<file path="src/rtl/risc_pkg.sv">
// Shared RISC decode definitions.
// Holds the default register-address and opcode widths, the opcodes of the
// two load-type instructions (LDD, POP), and is_load_op(). The control unit
// uses the same function, so both agree on which opcodes write via memory.
package risc_pkg;

  localparam int unsigned DEF_REG_ADDR_W = 3;
  localparam int unsigned DEF_OPCODE_W   = 5;

  localparam logic [DEF_OPCODE_W-1:0] OP_LDD = 5'b10010;
  localparam logic [DEF_OPCODE_W-1:0] OP_POP = 5'b01111;

  function automatic logic is_load_op(input logic [DEF_OPCODE_W-1:0] op);
    return (op == OP_LDD) || (op == OP_POP);
  endfunction

endpackage

</file>
<file path="src/rtl/sb_counter.sv">
// Single scoreboard entry: a down-counter that stops at zero.
// Ports:
//   clk, rst : clock and synchronous active-high reset (count -> 0)
//   hold     : freeze the count (highest priority after reset)
//   load     : reload with LOAD_VAL
//   count    : current value; 0 means the register has no pending load
module sb_counter #(
  parameter int unsigned W        = 1,
  parameter int unsigned LOAD_VAL = 1
) (
  input  logic         clk,
  input  logic         rst,
  input  logic         hold,
  input  logic         load,
  output logic [W-1:0] count
);

  always_ff @(posedge clk) begin
    if (rst) begin
      count <= '0;
    end else if (hold) begin
      count <= count;
    end else if (load) begin
      count <= W'(LOAD_VAL);
    end else if (count != '0) begin
      count <= count - W'(1);
    end
  end

endmodule

</file>
<file path="src/rtl/load_use_scoreboard.sv">
// Decode-stage load-use hazard unit.
// Every issued load (LDD/POP) arms a per-register countdown of LOAD_LAT
// cycles. While the countdown of a register read by the decode-stage
// instruction is nonzero, the front end is frozen and a bubble goes into
// ID/EX. A memory-stage stall freezes everything, including the countdowns.
// Ports:
//   clk, rst          : clock, synchronous active-high reset
//   dec_valid         : decode stage holds a real instruction
//   dec_opcode        : decode-stage opcode
//   dec_rsrc/rdst     : source / destination register addresses
//   dec_rsrc_used     : instruction reads dec_rsrc
//   dec_rdst_used     : instruction reads dec_rdst
//   mem_stall         : memory stage busy, pipeline frozen
//   flush             : decode-stage instruction squashed
//   freeze_pc         : hold PC
//   freeze_ifid       : hold IF/ID
//   bubble_idex       : insert NOP into ID/EX
//   busy_vec          : per-register pending-load flags (from counter flops)
//   stall_cnt         : saturating count of hazard bubbles
module load_use_scoreboard
  import risc_pkg::*;
#(
  parameter int unsigned REG_ADDR_W  = DEF_REG_ADDR_W,
  parameter int unsigned OPCODE_W    = DEF_OPCODE_W,
  parameter int unsigned LOAD_LAT    = 1,
  parameter int unsigned STALL_CNT_W = 16
) (
  input  logic                         clk,
  input  logic                         rst,
  input  logic                         dec_valid,
  input  logic [OPCODE_W-1:0]          dec_opcode,
  input  logic [REG_ADDR_W-1:0]        dec_rsrc,
  input  logic [REG_ADDR_W-1:0]        dec_rdst,
  input  logic                         dec_rsrc_used,
  input  logic                         dec_rdst_used,
  input  logic                         mem_stall,
  input  logic                         flush,
  output logic                         freeze_pc,
  output logic                         freeze_ifid,
  output logic                         bubble_idex,
  output logic [(2**REG_ADDR_W)-1:0]   busy_vec,
  output logic [STALL_CNT_W-1:0]       stall_cnt
);

  localparam int unsigned NUM_REGS = 2 ** REG_ADDR_W;
  localparam int unsigned CNT_W    = $clog2(LOAD_LAT + 1);

  logic [CNT_W-1:0] cnt [NUM_REGS];
  logic             isLoad;
  logic             hazard;
  logic             issue;
  logic             frontFreeze;

  assign isLoad = is_load_op(DEF_OPCODE_W'(dec_opcode));

  // Reset gating keeps the control outputs quiet while rst is high even if
  // mem_stall is asserted.
  always_comb begin
    hazard = 1'b0;
    if (!rst && dec_valid && !flush) begin
      hazard = (dec_rsrc_used && busy_vec[dec_rsrc]) ||
               (dec_rdst_used && busy_vec[dec_rdst]);
    end
    frontFreeze = !rst && (hazard || mem_stall);
    issue       = dec_valid && !flush && !hazard && !mem_stall;
  end

  assign freeze_pc   = frontFreeze;
  assign freeze_ifid = frontFreeze;
  assign bubble_idex = hazard && !mem_stall;

  for (genvar r = 0; r < NUM_REGS; r++) begin : gSb
    sb_counter #(
      .W        (CNT_W),
      .LOAD_VAL (LOAD_LAT)
    ) uCnt (
      .clk   (clk),
      .rst   (rst),
      .hold  (mem_stall),
      .load  (issue && isLoad && (dec_rdst == REG_ADDR_W'(r))),
      .count (cnt[r])
    );
    assign busy_vec[r] = (cnt[r] != '0);
  end

  always_ff @(posedge clk) begin
    if (rst) begin
      stall_cnt <= '0;
    end else if (bubble_idex && (stall_cnt != '1)) begin
      stall_cnt <= stall_cnt + STALL_CNT_W'(1);
    end
  end

endmodule

</file>
<file path="config.mk">
export PLATFORM = sky130hd
export DESIGN_NAME = load_use_scoreboard
export DESIGN_NICKNAME = d
export VERILOG_FILES = /design/src/rtl/risc_pkg.sv /design/src/rtl/sb_counter.sv /design/src/rtl/load_use_scoreboard.sv
export SDC_FILE = /design/constraint.sdc
export NUM_CORES = 1
export LEC_CHECK = 0
export ABC_AREA = 1
export BUFFER_PORTS_ARGS = -buffer_cell sky130_fd_sc_hd__buf_2
export CAP_MARGIN = 30
export CELL_PAD_IN_SITES_DETAIL_PLACEMENT = 1
export CELL_PAD_IN_SITES_GLOBAL_PLACEMENT = 1
export CORE_ASPECT_RATIO = 0.7
export CORE_MARGIN = 2
export CORE_UTILIZATION = 32
export CTS_BUF_LIST = sky130_fd_sc_hd__clkbuf_16
export DETAILED_ROUTE_END_ITERATION = 6
export PLACE_DENSITY_LB_ADDON = 0.08
export SLEW_MARGIN = 10
export SYNTH_ARGS = -nofsm -noshare
export SYNTH_HDL_FRONTEND = slang
export SYNTH_HIERARCHICAL = 1
export SYNTH_SLANG_ARGS = --single-unit
</file>
<file path="constraint.sdc">
create_clock -name clk -period 1.6 [get_ports clk]
set_clock_uncertainty 0.15 [all_clocks]
set_input_delay 0.08 -clock clk [delete_from_list [all_inputs] [get_ports clk]]
set_output_delay 0.08 -clock clk [all_outputs]
set_load 0.01 [all_outputs]
</file>
==> results.yml, run 1 <==
drt:
  post-route-drc-count: 0
  ant_nets: 0
  wl_per_cell_um: 14.4
  wirelength_um: 6700
  vias: 2178
  first_pass_iters: 4
  viasPerCell: 4.68
  drt_iter0_markers: 88
yosys:
  synthCells: 306
  syn-num-nets: 325
  yosys_warnings: 6
  synth_edf_count: 0
  synthesis.area_um2: 1820
  yosys_most_used_dff: "dfxtp_1"
  synth_seq_area_share_pct: 26.4
  async_flop_share_pct: 0
  synth_seq_cells: 24
  syn_area_per_cell_um2: 5.95
  synth_cell_types: 26
sta:
  setup_violations: 26
  slew_violations: 0
  period_share_pct: 112
  fin_ws_ns: -0.197
  fmax_ghz: 0.557
  hold_viol_final: 0
  tightest_slew_ns: 0.413
  post-route-min-period_ns: 1.80
  rsz0062_at_grt: "yes"
  max_slew_margin_pct: 72.3
cts:
  cts_buffer_depth: 2
  cts.sink_count: 24
  numCtsBuffers: 3
  postCtsHoldBufs: 0
  clk_pin_slew_worst_paths_ns: 0.07
  clockRootBuffer: "clkbuf_16"
  cts_tree: "yes"
  htreeDepth: 1
  clk_latency_ns: 0.26
cells_and_area:
  fillers: 734
  syn2layout_area_growth_pct: 51.3
  final_cell_mix: "nand2_1, inv_1, nor2_1"
  finalNonFillerCells: 465
  finish.utilization_pct: 51.4
  num_antenna_cells: 0
  nets: 413
  layout-drive-gt1-share_pct: 38.9
  final_common_cell: "nand2_1"
global_route:
  grt_max_degree: 19
  grt_pass1_vias: 2169
  grt_pass1_wl_um: 10500
  antenna_found_initial: 0
  grtUsageTotal_pct: 21.9
  grt_overflow: 0
run:
  drv_cap: 0
power:
  irDropWorstVdd_mv: 0.344
  cellLeakagePower_uw: 0.00153
  pwr-share-seq_pct: 40.7
  p_int_uw: 1080
  powerDensity_nw_per_um2: 554
  p_clk_share_pct: 37.6
  p_sw_share_pct: 29.0
  p_total_uw: 1530
  combPwrFrac_pct: 21.7
  p_switching_uw: 444
worst_setup_path:
  crit_type: "register to output port"
  r2r_setup_slack_ns: -0.15
  r2r-start: "gSb[0].uCnt/count$_SDFFE_PP0N_"
  cp-end-kind: "output port"
  r2r_cells: 12
  max_stage_delay_ns: 0.38
  critical_path.slowest_cell: "dfxtp_4"
  crit_arrival_ns: 1.57
  cp_max_fo: 3
  regToRegEndpoint: "stall_cnt[8]$_SDFFE_PP0P_"
  cp-start-kind: "register"
  cp.required_ns: 1.37
  path_cells: "nor2_1 -> nor2_1 -> nand2_1 -> nand3b_1 -> nand3_2 -> nand2_4 -> nand2_4 -> buf_6 -> a21oi_4 -> buf_2"
floorplan:
  io_pins: 45
  start_util_pct: 33.9
  die_h_um: 67.1
  core_um2: 5370
  die_w_um: 94.2
  rows: 22
  fp.dieArea_um2: 6320
hold_path:
  hp-start: "mem_stall"
  holdCritPathClass: "input port to register"
  min_path_cells: 4
  min_to: "gSb[5].uCnt/count$_SDFFE_PP0N_"
placed_design:
  hpwl_um: 4840
  port_buffers: 44
  placed_cells: 456
  gp_congestion: 0.832
  pre_cts_ws_ns: -0.123
status:
  violations: "negative setup slack"
  status: "complete, but fails checks"
worst max-delay path by stage:
| stage | cells past startpoint | startpoint | to |
|---|---|---|---|
| after global placement | 10 | gSb[0].uCnt/count$_SDFFE_PP0N_ | stall_cnt[2]$_SDFFE_PP0P_ |
| after CTS | 10 | gSb[0].uCnt/count$_SDFFE_PP0N_ | freeze_ifid |
| after detailed placement | 10 | gSb[0].uCnt/count$_SDFFE_PP0N_ | freeze_ifid |
| final | 10 | gSb[0].uCnt/count$_SDFFE_PP0N_ | freeze_pc |
| after global routing | 10 | gSb[4].uCnt/count$_SDFFE_PP0N_ | freeze_pc |
| after floorplan | 9 | gSb[0].uCnt/count$_SDFFE_PP0N_ | freeze_pc |
cell families after synthesis:
logic type | Yosys count | synth area share [%]
AOI/OAI and AO/OA | 11 | 3.98
xor gates and xnor gates | 2 | 0.962
adders and majority gates | 1 | 0.687
buffers and inverters | 75 | 16.9
DFF | 24 | 26.4
and+or+nand+nor | 193 | 51.1
synth_stat cells, drive strengths merged, types with 3 or more instances:
master	count	area share, %
nand2	87	18
nor2	67	15
buf	5	2.5
dfxtp	24	26
o21bai	7	2.9
inv	67	14
clkinv	3	0.62
nand4	18	10
nor3	3	1.1
nand3	14	4.4
registers in the layout, summed over array words and instances (netlist names):
name / flops
stall_cnt: 16
gSb.uCnt/count: 8
critical path: cells and delay by family, from the launching register on:
family / cells / cell delay, ns
compound gates: 1 / 0.13
buf+inv: 2 / 0.28
flops: 1 / 0.38
simple gates: 7 / 0.51
area by class of cell:
class | count | area (um^2) | area share (%)
Clock buffer | 3 | 75.1 | 2.72
Clock inverter | 1 | 3.75 | 0.136
Multi-Input combinational cell | 208 | 1220 | 44.4
Timing Repair Buffer | 87 | 597 | 21.7
Inverter | 70 | 264 | 9.58
Sequential cell | 24 | 502 | 18.2
Tap cell | 72 | 90.1 | 3.27
power by group through the flow:
stage / clock (uW) / sequential [uW] / combinational, uW
2_1_floorplan: 0 / 640 / 143
3_3_place_gp: 0 / 635 / 267
3_5_place_dp: 0 / 636 / 272
4_1_cts: 589 / 623 / 323
5_1_grt: 610 / 622 / 360
6_report: 574 / 621 / 332
metal layers:
layer,track usage (%),part of all wire [%],up-vias,wire [um]
li1,-,-,1103,-
met1,30.2,49,1028,3280
met2,36.0,46,38,3060
met3,3.51,4.2,9,284
met4,5.62,1.3,0,85
met5,0,0,-,0
what timing repair did:
item | 4_1_cts | 5_1_grt
pin swaps | 26 | 21
gates cloned | 2 | 0
gates resized for setup | 27 | 26
endpoints found under the setup margin | 26 | 27
setup buffers | 4 | 0
per-stage QoR:
step                TNS [ns]  area [um^2]  hold WS [ns]
finish                 -2.15         2760         0.163
CTS                    -2.75         2680         0.176
detailed placement     -1.88         2410         0.374
floorplan                  0         1840        0.0575
global route           -5.33         2760         0.190
global placement       -1.07         2410         0.374
No activity file was read; power rests on OpenSTA's default activity.
==> run 2: changes to the inputs <==
--- a/config.mk
+++ b/config.mk
@@ -11,7 +11,7 @@
 export CELL_PAD_IN_SITES_DETAIL_PLACEMENT = 1
 export CELL_PAD_IN_SITES_GLOBAL_PLACEMENT = 1
 export CORE_ASPECT_RATIO = 0.7
-export CORE_MARGIN = 2
+export CORE_MARGIN = 10
 export CORE_UTILIZATION = 32
 export CTS_BUF_LIST = sky130_fd_sc_hd__clkbuf_16
 export DETAILED_ROUTE_END_ITERATION = 6
==> run 2 against run 1 <==
  * The run still ends with negative setup slack left
  * Global-route usage fell by 7.1 points
  * Register-to-register slack improved by 0.06 ns
  * Setup slack improved by 0.070 ns
  * Die area rose by 45%
  * Clock power fell by 2%
==> results.yml, run 2 (synthesis results as in run 1) <==
global_route:
  grtUsageTotal_pct: 14.8
  grt_pass1_wl_um: 11100
  grt_overflow: 0
  grt_max_degree: 19
  antenna_found_initial: 0
  grt_pass1_vias: 2256
cells_and_area:
  regMostFlops: "stall_cnt"
  fin_area_um2: 2810
  multiInputGateArea_um2: 1230
  final_common_cell: "nand2_1"
  fillers: 751
  syn2layout_area_growth_pct: 54.0
  num_antenna_cells: 0
  final_cell_mix: "nand2_1, inv_1, nor2_1"
  largest_register_ffs: 16
  reg_top3: "stall_cnt (16), gSb.uCnt/count (8)"
  regArea_um2: 510
  layout-drive-gt1-share_pct: 44.0
  nets: 419
floorplan:
  die_h_um: 83.1
  start_util_pct: 33.9
  io_pins: 45
  die_w_um: 110
  core_um2: 5370
  fp.dieArea_um2: 9160
  rows: 22
sta:
  tns_ns: -1.20
  period_share_pct: 108
  tightest_slew_ns: 0.449
  hold_viol_final: 0
  setup_violations: 22
  post-route-min-period_ns: 1.73
  holdWs_ns: 0.163
  fmax_ghz: 0.579
  rsz0062_at_grt: "yes"
  max_slew_margin_pct: 69.9
  slew_violations: 0
  fin_ws_ns: -0.126
cts:
  clk_pin_slew_worst_paths_ns: 0.07
  postCtsHoldBufs: 0
  cts_buffer_depth: 2
  htreeDepth: 1
  cts.sink_count: 24
  clk_latency_ns: 0.26
  cts_tree: "yes"
  clockRootBuffer: "clkbuf_16"
  numCtsBuffers: 3
drt:
  drt_iter0_markers: 51
  viasPerCell: 4.63
  ant_nets: 0
  post-route-drc-count: 0
  wirelength_um: 6950
  first_pass_iters: 4
  vias: 2175
  wl_per_cell_um: 14.8
power:
  cellLeakagePower_uw: 0.00156
  irDropWorstVdd_mv: 0.354
  powerDensity_nw_per_um2: 539
status:
  status: "complete, but fails checks"
  violations: "negative setup slack"
worst_setup_path:
  cp.required_ns: 1.37
  crit_type: "register to output port"
  cp-start-kind: "register"
  cp_max_fo: 4
  cp-end-kind: "output port"
  crit_arrival_ns: 1.50
placed_design:
  postPlaceCellArea_um2: 2380
  hpwl_um: 5040
  gp_congestion: 0.854
  port_buffers: 44
run:
  drv_cap: 0
hold_path:
  holdCritPathClass: "input port to register"
-- run 2: final timing paths --
kind                                                startpoint                             end  slack [ns]  cells past startpoint
worst min register to register  gSb[1].uCnt/count$_SDFFE_PP0N_  gSb[1].uCnt/count$_SDFFE_PP0N_        0.40                      4
worst max register to register       stall_cnt[0]$_SDFFE_PP0P_      stall_cnt[15]$_SDFFE_PP0P_       -0.09                      9
worst max-delay path            gSb[2].uCnt/count$_SDFFE_PP0N_                     bubble_idex       -0.13                     10
worst min-delay path                               dec_rdst[2]  gSb[1].uCnt/count$_SDFFE_PP0N_        0.16                      5
-- run 2: layout make-up --
class | count | area share [%]
Timing Repair Buffer | 93 | 22.7
Inverter | 70 | 9.41
Sequential cell | 24 | 18.2
Clock buffer | 3 | 2.68
Multi-Input combinational cell | 208 | 43.8
Tap cell | 72 | 3.21
-- run 2: routing by layer --
metal | track usage (%) | up-vias | share of wire (%)
met4 | 1.62 | 0 | 0.33
met5 | 0 | - | 0
met2 | 23.8 | 42 | 48
met1 | 20.1 | 1021 | 47
met3 | 3.55 | 4 | 5.2
li1 | - | 1108 | -
-- run 2: power breakdown --
| group | switching [uW] | total, uW | internal (uW) |
|---|---|---|---|
| clock network | 230 | 562 | 332 |
| registers | 14.7 | 620 | 605 |
| logic | 186 | 329 | 143 |
| total | 431 | 1510 | 1080 |
-- run 2: per-stage QoR --
stage | util [%] | total power [uW] | std cells | setup slack (ns)
2_1_floorplan | - | 783 | 306 | 0.00960
6_report | 52.3 | 1510 | 470 | -0.126
3_3_place_gp | 44.3 | 899 | 451 | -0.102
4_1_cts | 49.4 | 1490 | 464 | -0.149
5_1_grt | 52.3 | 1580 | 470 | -0.231
3_5_place_dp | 44.3 | 904 | 451 | -0.154
-- run 2: repair_timing --
action / in CTS / in global routing
cloned: 1 / 0
resized for setup: 30 / 37
pin swaps: 16 / 22
endpoints found under the hold margin: 0 / 0
setup buffers: 9 / 6
setup endpoints to repair: 25 / 27
-- run 2: critical path: stages (launching register included) --
cell	delay (ns)
dfxtp_4	0.37
inv_1	0.04
nand2_1	0.06
nand3_1	0.07
nand3b_1	0.11
nand3_2	0.10
nand2_4	0.10
nand2_4	0.07
buf_6	0.14
nor2_4	0.07
buf_6	0.10
==> run 3: changes to the inputs <==
--- a/config.mk
+++ b/config.mk
@@ -12,7 +12,7 @@
 export CELL_PAD_IN_SITES_GLOBAL_PLACEMENT = 1
 export CORE_ASPECT_RATIO = 0.7
 export CORE_MARGIN = 10
-export CORE_UTILIZATION = 32
+export CORE_UTILIZATION = 39
 export CTS_BUF_LIST = sky130_fd_sc_hd__clkbuf_16
 export DETAILED_ROUTE_END_ITERATION = 6
 export PLACE_DENSITY_LB_ADDON = 0.08
==> constraint.sdc (replaced) <==
create_clock -name clk -period 2 [get_ports clk]
set_clock_uncertainty 0.15 [all_clocks]
set_input_delay 0.1 -clock clk [delete_from_list [all_inputs] [get_ports clk]]
set_output_delay 0.1 -clock clk [all_outputs]
set_load 0.01 [all_outputs]
==> run 3 against run 2 <==
  * The run now ends clean
  * Non-clock buffer count decreased by 44
  * Register-to-register slack improved by 0.27 ns
  * Global-route usage shrank 0.31 points
  * Cell count shrank 13%
  * Sequential cell count did not move
  * Critical path depth is the same
  * Setup slack improved by 0.31 ns
  * First-iteration DRC count increased by 59%
  * Core utilization down 2.6 points
  * Wire length shrank 19%
  * Sequential share of layout area increased by 3.7 points
  * Sequential power shrank 19%
  * Largest power group unchanged
  * Highest routed layer unchanged
==> results.yml, run 3 (synthesis results as in run 1) <==
drt:
  wl_per_cell_um: 13.9
  ant_nets: 0
  viasPerCell: 4.89
  wirelength_um: 5660
  drt_iter0_markers: 81
  first_pass_iters: 4
  vias: 1997
  post-route-drc-count: 0
hold_path:
  holdCritPathClass: "input port to register"
  hp-start: "dec_rdst[2]"
  min_path_cells: 4
  min_to: "gSb[1].uCnt/count$_SDFFE_PP0N_"
cts:
  clockRootBuffer: "clkbuf_16"
  clk_pin_slew_worst_paths_ns: 0.06
  numCtsBuffers: 3
  htreeDepth: 1
  cts.sink_count: 24
  cts_buffer_depth: 2
  postCtsHoldBufs: 0
  cts_tree: "yes"
  clk_latency_ns: 0.25
floorplan:
  rows: 20
  die_h_um: 77.2
  core_um2: 4430
  die_w_um: 102
  start_util_pct: 41.1
  io_pins: 45
  fp.dieArea_um2: 7850
worst_setup_path:
  r2r-start: "gSb[3].uCnt/count$_SDFFE_PP0N_"
  cp_max_fo: 12
  cp-end-kind: "register"
  max_stage_delay_ns: 0.40
  critPathTopFamily: "simple AND/OR/NAND/NOR gates"
  cp_common_cell: "nand3_1"
  cp-start-kind: "register"
  cp.required_ns: 2.00
  critical_path.slowest_cell: "dfxtp_1"
  crit_arrival_ns: 1.82
  r2r_cells: 10
  worst-path-buf-inv: 2
  path_cells: "inv_1 -> nand2_1 -> nand3_1 -> nand3b_1 -> nand3_1 -> nand2_4 -> buf_4 -> nand4_4 -> a21oi_1 -> nor2_1"
  crit_start: "gSb[3].uCnt/count$_SDFFE_PP0N_"
  regToRegEndpoint: "stall_cnt[2]$_SDFFE_PP0P_"
  crit_type: "register to register"
  r2r_setup_slack_ns: 0.18
global_route:
  grt_max_degree: 18
  grt_pass1_wl_um: 9440
  grtUsageTotal_pct: 14.5
  grt_pass1_vias: 1902
  grt_overflow: 0
  antenna_found_initial: 0
run:
  drv_cap: 0
cells_and_area:
  largest_register_ffs: 16
  layout-drive-gt1-share_pct: 24.4
  num_antenna_cells: 0
  fillers: 632
  final_cell_mix: "nand2_1, inv_1, nor2_1"
  multiInputGateArea_um2: 1050
  regMostFlops: "stall_cnt"
  reg_top3: "stall_cnt (16), gSb.uCnt/count (8)"
  final_common_cell: "nand2_1"
  syn2layout_area_growth_pct: 20.8
  regArea_um2: 483
  nets: 374
sta:
  holdWs_ns: 0.119
  fmax_ghz: 0.551
  post-route-min-period_ns: 1.82
  max_slew_margin_pct: 47.1
  period_share_pct: 90.8
  hold_viol_final: 0
  slew_violations: 0
  setup_violations: 0
  tightest_slew_ns: 0.787
  fin_ws_ns: 0.184
power:
  p_int_uw: 818
  p_switching_uw: 295
  combPwrFrac_pct: 16.4
  p_total_uw: 1110
  pwr-share-seq_pct: 45.0
  irDropWorstVdd_mv: 0.384
  p_clk_share_pct: 38.6
  powerDensity_nw_per_um2: 506
  p_sw_share_pct: 26.5
  cellLeakagePower_uw: 0.00132
placed_design:
  port_buffers: 44
  hpwl_um: 4660
  pre_cts_ws_ns: 0.0981
  gp_congestion: 0.827
status:
  status: "finished, final reports clean"
[run 3: worst max path at each step]
stage                                           endpoint  slack (ns)  depth (start not counted)
after floorplan               stall_cnt[13]$_SDFFE_PP0P_        0.30                         10
after global placement        stall_cnt[13]$_SDFFE_PP0P_        0.12                         10
after detailed placement  gSb[6].uCnt/count$_SDFFE_PP0N_         0.1                         11
after CTS                     stall_cnt[13]$_SDFFE_PP0P_        0.06                         10
after global routing          stall_cnt[13]$_SDFFE_PP0P_     -0.0009                         10
final                          stall_cnt[2]$_SDFFE_PP0P_        0.18                         10
[run 3: stage by stage]
step,utilization (%),instance area [um^2],std cells,TNS (ns)
floorplan,-,1820,306,0
global placement,47.3,2100,404,0
detailed placement,47.3,2100,404,0
CTS,49.2,2180,408,0
global route,49.7,2200,408,-0.000858
finish,49.7,2200,408,0
[run 3: repair_timing]
item / CTS / global route
gates resized for setup: 0 / 7
buffers inserted: 1 / 0
endpoints found under the setup margin: 3 / 8
pin swaps: 1 / 1
[run 3: tightest hold or removal path, cell delays in order]
cell and delay (ns):
buf_2 0.15, nor2_1 0.07, nor2_1 0.12, nor2_2 0.05
[run 3: final cells by class]
cell class	instances	area share (%)
Clock buffer	3	3.41
Inverter	70	11.9
Multi-Input combinational cell	207	47.9
Sequential cell	24	21.9
Tap cell	55	3.13
Timing Repair Buffer	49	11.7
[run 3: layer usage]
| metal | share of wire, % | routed length [um] | track usage (%) | vias up |
|---|---|---|---|---|
| li1 | - | - | - | 1018 |
| met1 | 50 | 2840 | 20.2 | 942 |
| met3 | 4.1 | 231 | 3.49 | 4 |
| met2 | 45 | 2540 | 22.2 | 33 |
| met4 | 0.90 | 51 | 2.42 | 0 |
| met5 | 0 | 0 | 0 | - |
[run 3: power groups by stage]
stage	clock network (uW)	registers (uW)	logic [uW]
after detailed placement	0	511	179
after CTS	447	500	183
final	430	501	183
after floorplan	0	512	113
after global placement	0	511	174
after global routing	467	503	206
